<file path="config.mk">
export PLATFORM = sky130hd
export DESIGN_NAME = uart_rx_status
export DESIGN_NICKNAME = d
export VERILOG_FILES = /design/src/rtl/uart_pkg.sv /design/src/rtl/sync_2ff.sv /design/src/rtl/uart_rx_status.sv
export SDC_FILE = /design/constraint.sdc
export NUM_CORES = 1
export LEC_CHECK = 0
export CAP_MARGIN = 20
export CORE_AREA = 2 2 79 81
export DETAILED_ROUTE_END_ITERATION = 6
export DIE_AREA = 0 0 81 83
export PLACE_DENSITY = 0.76
export SKIP_LAST_GASP = 1
export SLEW_MARGIN = 0
export SYNTH_ARGS = -nofsm -noshare
export SYNTH_HDL_FRONTEND = slang
export SYNTH_SLANG_ARGS = --single-unit
export TNS_END_PERCENT = 10
</file>
<file path="constraint.sdc">
create_clock -name clk -period 3.7 [get_ports clk]
set_clock_uncertainty 0.2 [all_clocks]
set_input_delay 1.11 -clock clk [delete_from_list [all_inputs] [get_ports clk]]
set_output_delay 1.11 -clock clk [all_outputs]
set_load 0.02 [all_outputs]
</file>
<file path="src/rtl/uart_pkg.sv">
// Shared UART definitions used by the status receiver and transmitter.
package uart_pkg;

    typedef enum logic [1:0] {
        IDLE,
        START,
        DATA,
        STOP
    } uart_rx_state_t;

    localparam logic [7:0] STATUS_MOVING  = 8'h4D;
    localparam logic [7:0] STATUS_STOPPED = 8'h53;

    // Clock cycles per bit period.
    function automatic int unsigned uart_div(input int unsigned clk_freq, input int unsigned baud);
        return clk_freq / baud;
    endfunction

endpackage

</file>
<file path="src/rtl/sync_2ff.sv">
// Two-flop synchronizer for a single asynchronous input bit.
module sync_2ff #(
    parameter logic RST_VAL = 1'b1
) (
    input  logic clk,
    input  logic rst_n,
    input  logic d,
    output logic q
);

    logic meta;

    always_ff @(posedge clk or negedge rst_n) begin
        if (!rst_n) begin
            meta <= RST_VAL;
            q    <= RST_VAL;
        end else begin
            meta <= d;
            q    <= meta;
        end
    end

endmodule

</file>
<file path="src/rtl/uart_rx_status.sv">
// 8N1 UART receiver with moving/stopped status decode and stale-link timeout.
module uart_rx_status
    import uart_pkg::*;
#(
    parameter int unsigned CLK_FREQ       = 100_000_000,
    parameter int unsigned BAUD           = 115_200,
    parameter int unsigned STATUS_TIMEOUT = 25_000_000
) (
    input  logic       clk,
    input  logic       rst_n,
    input  logic       rx,
    output logic [7:0] data,
    output logic       data_valid,
    output logic       frame_err,
    output logic       moving,
    output logic       status_valid,
    output logic       busy
);

    localparam int unsigned DIV   = uart_div(CLK_FREQ, BAUD);
    localparam int unsigned HALF  = DIV / 2;
    localparam int unsigned DIV_W = 16;
    localparam int unsigned BIT_W = 4;
    localparam int unsigned TO_W  = 25;

    localparam logic [DIV_W-1:0] DIV_LAST  = DIV_W'(DIV - 1);
    localparam logic [DIV_W-1:0] HALF_LAST = DIV_W'(HALF - 1);
    localparam logic [TO_W-1:0]  TO_MAX    = TO_W'(STATUS_TIMEOUT - 1);

    if (DIV < 4) begin : g_div_check
        $error("uart_rx_status: DIV must be at least 4");
    end
    if (DIV > 65536) begin : g_div_range
        $error("uart_rx_status: DIV does not fit the 16-bit bit counter");
    end
    if (STATUS_TIMEOUT < 2 || STATUS_TIMEOUT > 33_554_432) begin : g_to_range
        $error("uart_rx_status: STATUS_TIMEOUT out of range for the 25-bit counter");
    end

    logic rx_s;

    sync_2ff #(.RST_VAL(1'b1)) u_rx_sync (
        .clk   (clk),
        .rst_n (rst_n),
        .d     (rx),
        .q     (rx_s)
    );

    uart_rx_state_t   state_q, state_d;
    logic [DIV_W-1:0] div_cnt_q, div_cnt_d;
    logic [BIT_W-1:0] bit_cnt_q, bit_cnt_d;
    logic [7:0]       shift_q, shift_d;
    logic             rx_prev_q;
    logic [7:0]       data_d;
    logic             data_valid_d;
    logic             frame_err_d;
    logic [TO_W-1:0]  to_cnt;

    // Frame FSM state and datapath registers.
    always_ff @(posedge clk or negedge rst_n) begin
        if (!rst_n) begin
            state_q    <= IDLE;
            div_cnt_q  <= '0;
            bit_cnt_q  <= '0;
            shift_q    <= '0;
            rx_prev_q  <= 1'b1;
            data       <= '0;
            data_valid <= 1'b0;
            frame_err  <= 1'b0;
            busy       <= 1'b0;
        end else begin
            state_q    <= state_d;
            div_cnt_q  <= div_cnt_d;
            bit_cnt_q  <= bit_cnt_d;
            shift_q    <= shift_d;
            rx_prev_q  <= rx_s;
            data       <= data_d;
            data_valid <= data_valid_d;
            frame_err  <= frame_err_d;
            busy       <= (state_d != IDLE);
        end
    end

    // Next-state and datapath logic; samples land mid-bit via the half-bit start delay.
    always_comb begin
        state_d      = state_q;
        div_cnt_d    = div_cnt_q + DIV_W'(1);
        bit_cnt_d    = bit_cnt_q;
        shift_d      = shift_q;
        data_d       = data;
        data_valid_d = 1'b0;
        frame_err_d  = 1'b0;

        case (state_q)
            IDLE: begin
                div_cnt_d = '0;
                if (rx_prev_q && !rx_s) begin
                    state_d = START;
                end
            end
            START: begin
                if (div_cnt_q == HALF_LAST) begin
                    div_cnt_d = '0;
                    if (!rx_s) begin
                        state_d   = DATA;
                        bit_cnt_d = '0;
                    end else begin
                        state_d = IDLE;
                    end
                end
            end
            DATA: begin
                if (div_cnt_q == DIV_LAST) begin
                    div_cnt_d = '0;
                    shift_d   = {rx_s, shift_q[7:1]};
                    bit_cnt_d = bit_cnt_q + BIT_W'(1);
                    if (bit_cnt_q == BIT_W'(7)) begin
                        state_d = STOP;
                    end
                end
            end
            STOP: begin
                if (div_cnt_q == DIV_LAST) begin
                    div_cnt_d = '0;
                    state_d   = IDLE;
                    if (rx_s) begin
                        data_d       = shift_q;
                        data_valid_d = 1'b1;
                    end else begin
                        frame_err_d = 1'b1;
                    end
                end
            end
            default: begin
                state_d = IDLE;
            end
        endcase
    end

    // Status decode and stale-link timeout; link goes stale as the counter lands on its limit.
    always_ff @(posedge clk or negedge rst_n) begin
        if (!rst_n) begin
            moving       <= 1'b0;
            status_valid <= 1'b0;
            to_cnt       <= '0;
        end else begin
            if (data_valid && (data == STATUS_MOVING || data == STATUS_STOPPED)) begin
                moving       <= (data == STATUS_MOVING);
                status_valid <= 1'b1;
                to_cnt       <= '0;
            end else if (to_cnt != TO_MAX) begin
                to_cnt <= to_cnt + TO_W'(1);
                if (to_cnt == TO_MAX - TO_W'(1)) begin
                    status_valid <= 1'b0;
                end
            end
        end
    end

endmodule

</file>
==> impl_metrics.tcl, run 1 <==
set metrics [dict create \
    status "finished, final reports clean" \
    drt-pass1-iter-count 4 \
    grt_max_degree 29 \
    hpwl_um 4304 \
    tns_ns 0 \
    power.leakage_nw 1.721 \
    grt_pass1_wl_um 10980 \
    clkTransAtPathRegs_ns 0.08 \
    cp_slowest_cell "clkdlybuf4s50_1" \
    pre_cts_slack_ns 1.108 \
    insertion_delay_ns 0.35 \
    cts_tree "built" \
    post_cts_buffers 0 \
    wl_um 6098 \
    critPathLaunchType "flop" \
    cts_hold_buf 0 \
    setup_violations 0 \
    synthDistinctLibCells 49 \
    synth_edf_count 0 \
    htree_levels 3 \
    ctsLongestPathBuffers 2 \
    syn_area_per_cell_um2 10.66 \
    cap_violations 0 \
    fin_crit_sh_pct 73.58 \
    final_area_mm2 0.003894 \
    synthFlopType "dfrtp_1" \
    finalMaxSlewViolations 0 \
    n_fill_cell 442 \
    end_kind "primary output" \
    vias 2390 \
    grt_overflow_total 0 \
    fmax_mhz 367.3 \
    core_area_mm2 0.005816 \
    hp-class "flop to flop" \
    min_period_ns 2.723 \
    worst-path-max-fanout 6 \
    ant_nets 0 \
    grt_usage_pct 20.91 \
    slew_headroom_pct 47.27 \
    clockRootBuffer "clkbuf_8" \
    crit_type "flop to primary output" \
    cts_buffers 9 \
    io_pins 16 \
    syn_area_mm2 0.003401 \
    slowest_delay_ns 0.64 \
    ff_latch_area_mm2 0.001780 \
    start_util_pct 58.48 \
    finalNonFillerCells 421 \
    synth.yosys.seq_area_share_pct 52.35 \
    port_buffers 15 \
    multi_input_area_mm2 0.001536 \
    rsz0062_at_grt "no" \
    ys_seq_elements 71 \
    drt_iter0_drc 112 \
    worstPathCellList "clkdlybuf4s50_1" \
    num_antenna_cells 0 \
    dpl_cell_area_mm2 0.003640 \
    final_layout_size_suffix_gt1_share_pct 15.90 \
    peakVddDrop_v 0.0003922 \
    antenna_found_initial 0 \
    die_w_um 81 \
    setup_ws_ns 0.9774 \
    num_rows 28 \
    cp_top_family "buffers and inverters" \
    netlist_instances 319 \
    hold_viol 0 \
    drt-vias-per-instance 5.677 \
    crit_required_ns 2.39 \
    post-route-drc-count 0 \
    cts_resized 0 \
    wl_per_cell_um 14.48 \
    die_h_um 83 \
    ys_async_sr_fraction_pct 100.0 \
    tightest_slew_ns 0.7837 \
    reg2reg_slack_ns 1.11 \
    gp_congestion 0.7766 \
    synth_fp_nets 327 \
    holdWs_ns 0.1589 \
    dp_cells 405 \
    yosysWarnings 0 \
    crit_buf_inv 1 \
    die_area_mm2 0.006723 \
    power.density_mw_per_mm2 451.4 \
    cp.arrival_ns 1.41 \
    area_growth_pct 14.50 \
    grt_pass1_vias 2413 \
    cts.sinks 71 \
    num-nets-final 349 \
]
## final cells by class
class	instances	share of cell area, %
Multi-Input combinational cell	229	39.46
Clock inverter	6	2.988
Inverter	11	1.060
Clock buffer	10	3.535
Tap cell	75	2.410
Sequential cell	71	45.73
Timing Repair Buffer	19	4.820
## path summary, 6_finish.rpt
kind	startpoint	depth (start not counted)	to
worst max-delay path	data[4]	1	data[4]
worst min-delay path	u_rx_sync.meta	0	u_rx_sync.q
worst max register to register	div_cnt_q[13]	5	bit_cnt_q[0]
worst min register to register	u_rx_sync.meta	0	u_rx_sync.q
max in group asynchronous	rst_n	2	shift_q[4]
min in group asynchronous	rst_n	1	to_cnt[18]
## cells in the final DEF, fill, tap and decap left out, types with 2 or more instances in the layout
master | Yosys | final
or3_1 | 9 | 9
nor4_1 | 2 | 2
clkinv_4 | 0 | 2
and3_1 | 6 | 6
inv_1 | 11 | 11
buf_4 | 0 | 3
nor3_1 | 8 | 8
nor3_2 | 5 | 5
nor4_2 | 2 | 2
mux2_1 | 3 | 3
o31ai_1 | 2 | 2
a21oi_1 | 10 | 10
xnor2_1 | 19 | 19
nor4bb_1 | 3 | 3
dfrtp_1 | 68 | 68
a31oi_1 | 2 | 2
ha_1 | 5 | 5
dfstp_2 | 3 | 3
nor2b_1 | 2 | 2
bufinv_16 | 0 | 3
nand2_1 | 25 | 25
clkdlybuf4s50_1 | 0 | 14
nand3_1 | 9 | 9
and4_1 | 4 | 4
or2_2 | 2 | 2
nor2_1 | 42 | 42
mux2_2 | 14 | 14
or4_1 | 4 | 4
nor4b_1 | 2 | 2
clkbuf_8 | 0 | 10
xor2_1 | 8 | 8
o211ai_1 | 2 | 2
o21ai_0 | 11 | 11
nand4_1 | 11 | 11
## cell families after synthesis
family          synth area share [%]
buf+inv                        2.465
flops                          52.35
xor+xnor                       6.954
compound gates                 5.887
simple gates                   24.21
mux                            6.291
fa+ha+maj                      1.840
## layer usage
metal	up-vias	part of all wire, %	global-route usage, %
li1	1177	-	-
met1	1166	48	28.80
met2	29	46	30.73
met3	18	2.1	4.239
met4	0	3.8	11.56
met5	-	0	0
## report_power, final
group / switching (mW) / internal, mW
combinational: 0.0606 / 0.0575
sequential: 0.0544 / 0.816
clock: 0.298 / 0.471
## cell usage after synthesis, types with 4 or more instances
cell type | instances | area [um2]
or4_1 | 4 | 30.03
and3_1 | 6 | 37.54
nand2_1 | 25 | 93.84
nor3_2 | 5 | 50.05
and4_1 | 4 | 35.03
o21ai_0 | 11 | 55.05
xnor2_1 | 19 | 166.4
buf_2 | 4 | 20.02
nand3_1 | 9 | 45.04
xor2_1 | 8 | 70.07
ha_1 | 5 | 62.56
nor3_1 | 8 | 40.04
a21oi_1 | 10 | 50.05
or3_1 | 9 | 56.30
dfrtp_1 | 68 | 1702
nand4_1 | 11 | 68.82
inv_1 | 11 | 41.29
nor2_1 | 42 | 157.7
mux2_2 | 14 | 157.7
## registers in the layout, summed over array words and instances (netlist names)
name / cells
data_valid: 1
busy: 1
u_rx_sync.meta: 1
shift_q: 8
status_valid: 1
rx_prev_q: 1
bit_cnt_q: 4
state_q: 2
to_cnt: 25
moving: 1
u_rx_sync.q: 1
div_cnt_q: 16
data: 8
frame_err: 1
## metrics by stage
| stage | util, % | total power [mW] |
|---|---|---|
| finish | 66.95 | 1.757 |
| global placement | 62.59 | 0.9984 |
| CTS | 66.95 | 1.769 |
| floorplan | - | 0.9586 |
| global route | 66.95 | 1.840 |
| detailed placement | 62.59 | 1.004 |
(Power assumes the default switching activity.)
==> inputs of run 2 (changes only) <==
==> constraint.sdc (replaced) <==
create_clock -name clk -period 2.7 [get_ports clk]
set_clock_uncertainty 0.2 [all_clocks]
set_input_delay 0.81 -clock clk [delete_from_list [all_inputs] [get_ports clk]]
set_output_delay 0.81 -clock clk [all_outputs]
set_load 0.02 [all_outputs]
==> impl_metrics.tcl, run 2 (same netlist as run 1, synthesis figures left out) <==
set metrics [dict create \
    status "finished, final reports clean" \
    port_buffers 15 \
    power.leakage_nw 1.710 \
    crit_buf_inv 1 \
    min_period_ns 2.453 \
    grt_pass1_wl_um 11160 \
    hold_viol 0 \
    p_int_mw 1.560 \
    hpwl_um 4380 \
    num_antenna_cells 0 \
    peakVddDrop_v 0.0004479 \
    grt_overflow_total 0 \
    core_area_mm2 0.005816 \
    cp_top_family "buffers and inverters" \
    grt_pass1_vias 2424 \
    fin_crit_sh_pct 90.84 \
    die_area_mm2 0.006723 \
    cp.arrival_ns 1.44 \
    ant_nets 0 \
    sw_frac_of_total_pct 28.57 \
    antenna_found_initial 0 \
    largest_register_ffs 25 \
    grt_max_degree 54 \
    top_regs "to_cnt: 25 flops, div_cnt_q: 16 flops" \
    cts_buffers 9 \
    cp_slowest_cell "clkdlybuf4s50_1" \
    tns_ns 0 \
    num_rows 28 \
    insertion_delay_ns 0.35 \
    critPathLaunchType "flop" \
    hp-class "flop to flop" \
    p_clk_share_pct 37.9 \
    dp_cells 408 \
    cts_tree "built" \
    slew_headroom_pct 53.67 \
    cap_violations 0 \
    sequentialPowerShare_pct 54.7 \
    n_fill_cell 463 \
    rsz0062_at_grt "no" \
    worstPathCellList "clkdlybuf4s50_1" \
    crit_required_ns 1.69 \
    clockRootBuffer "clkbuf_8" \
    worst-path-max-fanout 6 \
    final_common_cell "dfrtp_1" \
    wl_um 6226 \
    io_pins 16 \
    grt_usage_pct 21.15 \
    post_cts_buffers 0 \
    htree_levels 3 \
    cts_resized 0 \
    mostFrequentLayoutCells "dfrtp_1 (68), nor2_1 (42), nand2_1 (25)" \
    gp_congestion 0.8375 \
    die_h_um 83 \
    finalNonFillerCells 424 \
    vias 2385 \
    drt_iter0_drc 87 \
    drt-vias-per-instance 5.625 \
    drt-pass1-iter-count 4 \
    post-route-drc-count 0 \
    reg2reg_slack_ns 0.39 \
    slowest_delay_ns 0.65 \
    crit_type "flop to primary output" \
    fmax_mhz 407.7 \
    clkTransAtPathRegs_ns 0.09 \
    power.density_mw_per_mm2 566.6 \
    cts.sinks 71 \
    setup_violations 0 \
    finalMaxSlewViolations 0 \
    area_growth_pct 13.36 \
    start_util_pct 58.48 \
    largest-register "to_cnt" \
    ctsLongestPathBuffers 2 \
    comb_power_share_pct 7.5 \
    p_sw_mw 0.6240 \
    final_layout_size_suffix_gt1_share_pct 16.62 \
    end_kind "primary output" \
    wl_per_cell_um 14.68 \
    tightest_slew_ns 0.6886 \
    die_w_um 81 \
    cts_hold_buf 0 \
    num-nets-final 352 \
]
[run 2: cell count changes in the layout (fill, tap and decap cells not counted), sizes merged]
cell,delta
clkinv,-1
bufinv,-3
buf,+3
clkbuf,-1
inv,+5
[run 2: area by class of cell]
type	instances	area [um2]	share of cell area (%)
Tap cell	75	93.84	2.434
Sequential cell	71	1780	46.19
Clock buffer	9	123.9	3.213
Clock inverter	7	68.82	1.785
Multi-Input combinational cell	229	1536	39.86
Timing Repair Buffer	22	210.2	5.453
Inverter	11	41.29	1.071
[run 2: power by group through the flow]
stage / clock, mW / sequential (mW) / combinational, mW
after CTS: 0.857 / 1.19 / 0.166
after floorplan: 0 / 1.19 / 0.120
after detailed placement: 0 / 1.22 / 0.164
after global routing: 0.896 / 1.21 / 0.191
after global placement: 0 / 1.21 / 0.158
final: 0.827 / 1.19 / 0.163
[run 2: path summary, 6_finish.rpt]
| path | cells past startpoint | startpoint | end |
|---|---|---|---|
| setup reg to reg | 6 | to_cnt[1] | to_cnt[22] |
| hold reg to reg | 0 | u_rx_sync.meta | u_rx_sync.q |
| setup / recovery | 1 | data[4] | data[4] |
| min in group asynchronous | 1 | rst_n | to_cnt[24] |
| hold / removal | 0 | u_rx_sync.meta | u_rx_sync.q |
| max in group asynchronous | 2 | rst_n | rx_prev_q |
[run 2: stage by stage]
stage	setup slack [ns]	area, um2	total power [mW]	hold WS [ns]	util [%]
global route	0.1931	3855	2.293	0.1674	66.29
finish	0.2472	3855	2.184	0.1593	66.29
global placement	0.5085	3662	1.370	0.1468	62.97
CTS	0.2405	3855	2.218	0.1624	66.29
floorplan	0.6137	3401	1.314	0.1452	-
detailed placement	0.4212	3662	1.380	0.1482	62.97
[run 2: per-layer routing]
metal	global-route usage [%]	wire [um]
met4	6.471	37
met1	28.20	2881
met2	33.36	3154
met5	0	0
met3	6.196	153
==> inputs of run 3 (changes only) <==
--- a/config.mk
+++ b/config.mk
@@ -10,6 +10,7 @@
 export DETAILED_ROUTE_END_ITERATION = 6
 export DIE_AREA = 0 0 81 83
 export PLACE_DENSITY = 0.76
+export REMOVE_ABC_BUFFERS = 1
 export SKIP_LAST_GASP = 1
 export SLEW_MARGIN = 0
 export SYNTH_ARGS = -nofsm -noshare
==> impl_metrics.tcl, run 3 (same netlist as run 1, synthesis figures left out) <==
set metrics [dict create \
    reg2reg_slack_ns 0.40 \
    worstReg2RegStart "to_cnt[1]" \
    clkTransAtPathRegs_ns 0.07 \
    insertion_delay_ns 0.35 \
    multi_input_area_mm2 0.001536 \
    clockRootBuffer "clkbuf_8" \
    worst-path-max-fanout 6 \
    num_rows 28 \
    final_common_cell "dfrtp_1" \
    hpwl_um 3995 \
    wl_per_cell_um 14.26 \
    path_depth 1 \
    end_kind "primary output" \
    largest-register "to_cnt" \
    largest_register_ffs 25 \
    hold_viol 0 \
    cp.arrival_ns 1.41 \
    comb_power_share_pct 6.8 \
    wl_um 6031 \
    cap_violations 0 \
    tightest_slew_ns 0.7144 \
    fmax_mhz 412.6 \
    power.density_mw_per_mm2 613.0 \
    htree_levels 3 \
    dpl_cell_area_mm2 0.003655 \
    crit_path_end "data[4]" \
    ctsLongestPathBuffers 2 \
    slowest_delay_ns 0.64 \
    ff_latch_area_mm2 0.001780 \
    die_h_um 83 \
    reg2reg_to "to_cnt[22]" \
    p_int_mw 1.835 \
    sequentialPowerShare_pct 50.0 \
    min_period_ns 2.423 \
    setup_violations 0 \
    area_growth_pct 14.72 \
    post-route-drc-count 0 \
    top_regs "to_cnt: 25 flops, div_cnt_q: 16 flops" \
    drt-vias-per-instance 5.771 \
    post_cts_buffers 0 \
    core_area_mm2 0.005816 \
    crit_required_ns 1.69 \
    cp_top_family "buffers and inverters" \
    cts_hold_buf 0 \
    ant_nets 0 \
    ff2ff_path_depth 6 \
    cp_slowest_cell "clkdlybuf4s50_1" \
    cts_tree "built" \
    io_pins 16 \
    fin_crit_sh_pct 89.76 \
    die_w_um 81 \
    grt_max_degree 72 \
    sw_frac_of_total_pct 23.26 \
    power.leakage_nw 1.721 \
    start_util_pct 58.48 \
    drt_iter0_drc 156 \
    startpoint "data[4]" \
    hp-class "flop to flop" \
    grt_pass1_vias 2278 \
    final_layout_size_suffix_gt1_share_pct 16.09 \
    peakVddDrop_v 0.0005140 \
    n_fill_cell 427 \
    crit_buf_inv 1 \
    worstPathCellList "clkdlybuf4s50_1" \
    cts.sinks 71 \
    p_sw_mw 0.5562 \
    grt_pass1_wl_um 10470 \
    final_area_mm2 0.003901 \
    crit_type "flop to primary output" \
    drt-pass1-iter-count 4 \
    p_clk_share_pct 43.2 \
    mostFrequentLayoutCells "dfrtp_1 (68), nor2_1 (42), nand2_1 (25)" \
    gp_congestion 0.8138 \
    finalMaxSlewViolations 0 \
    rsz0062_at_grt "no" \
    grt_overflow_total 0 \
    slew_headroom_pct 51.94 \
    port_buffers 15 \
    die_area_mm2 0.006723 \
    critPathLaunchType "flop" \
    cts_buffers 9 \
    num-nets-final 351 \
    num_antenna_cells 0 \
    vias 2441 \
    grt_usage_pct 19.89 \
    antenna_found_initial 0 \
    cts_resized 0 \
    status "finished, final reports clean" \
    tns_ns 0 \
]
[run 3: cell types whose count changed in the layout (fill, tap and decap cells not counted)]
cell | previous run | this run
buf_4 | 6 | 5
clkinvlp_4 | 0 | 2
clkbuf_8 | 9 | 10
bufinv_16 | 0 | 3
clkinv_4 | 1 | 0
inv_6 | 3 | 0
clkbuf_1 | 0 | 1
inv_8 | 3 | 0
[run 3: through the flow]
stage / instances / util, % / total power [mW] / setup slack [ns] / hold slack, ns
floorplan: 311 / - / 1.313 / 0.4412 / 0.1452
global placement: 407 / 62.84 / 1.368 / 0.4764 / 0.1456
detailed placement: 407 / 62.84 / 1.381 / 0.3935 / 0.1495
CTS: 423 / 67.08 / 2.417 / 0.2654 / 0.1604
global route: 423 / 67.08 / 2.495 / 0.2186 / 0.1622
finish: 423 / 67.08 / 2.392 / 0.2765 / 0.1584
[run 3: power groups by stage]
stage / Sequential, mW / Combinational (mW) / Clock, mW
floorplan: 1.20 / 0.117 / 0
global placement: 1.21 / 0.157 / 0
detailed placement: 1.22 / 0.165 / 0
CTS: 1.19 / 0.167 / 1.06
global route: 1.20 / 0.188 / 1.10
finish: 1.20 / 0.163 / 1.03
[run 3: worst min-delay path by stage]
stage | end | cells after the start | slack [ns] | start
CTS | u_rx_sync.q | 0 | 0.16 | u_rx_sync.meta
detailed placement | u_rx_sync.q | 0 | 0.15 | u_rx_sync.meta
floorplan | u_rx_sync.q | 0 | 0.15 | u_rx_sync.meta
global route | u_rx_sync.q | 0 | 0.16 | u_rx_sync.meta
global placement | u_rx_sync.q | 0 | 0.15 | u_rx_sync.meta
finish | u_rx_sync.q | 0 | 0.16 | u_rx_sync.meta
[run 3: routing by layer]
metal	global-route usage [%]	up-vias	part of all wire [%]
met2	28.55	45	46
met4	9.553	0	2.1
met1	28.80	1213	49
met5	0	-	0
li1	-	1172	-
met3	4.130	11	3.3
[run 3: final cells by class]
type	count	area share [%]
inverters	11	1.058
multi-input cells	229	39.38
clock buffers	11	3.624
repair buffers	21	5.196
flip-flops and latches	71	45.64
well taps	75	2.405
clock inverters	5	2.694
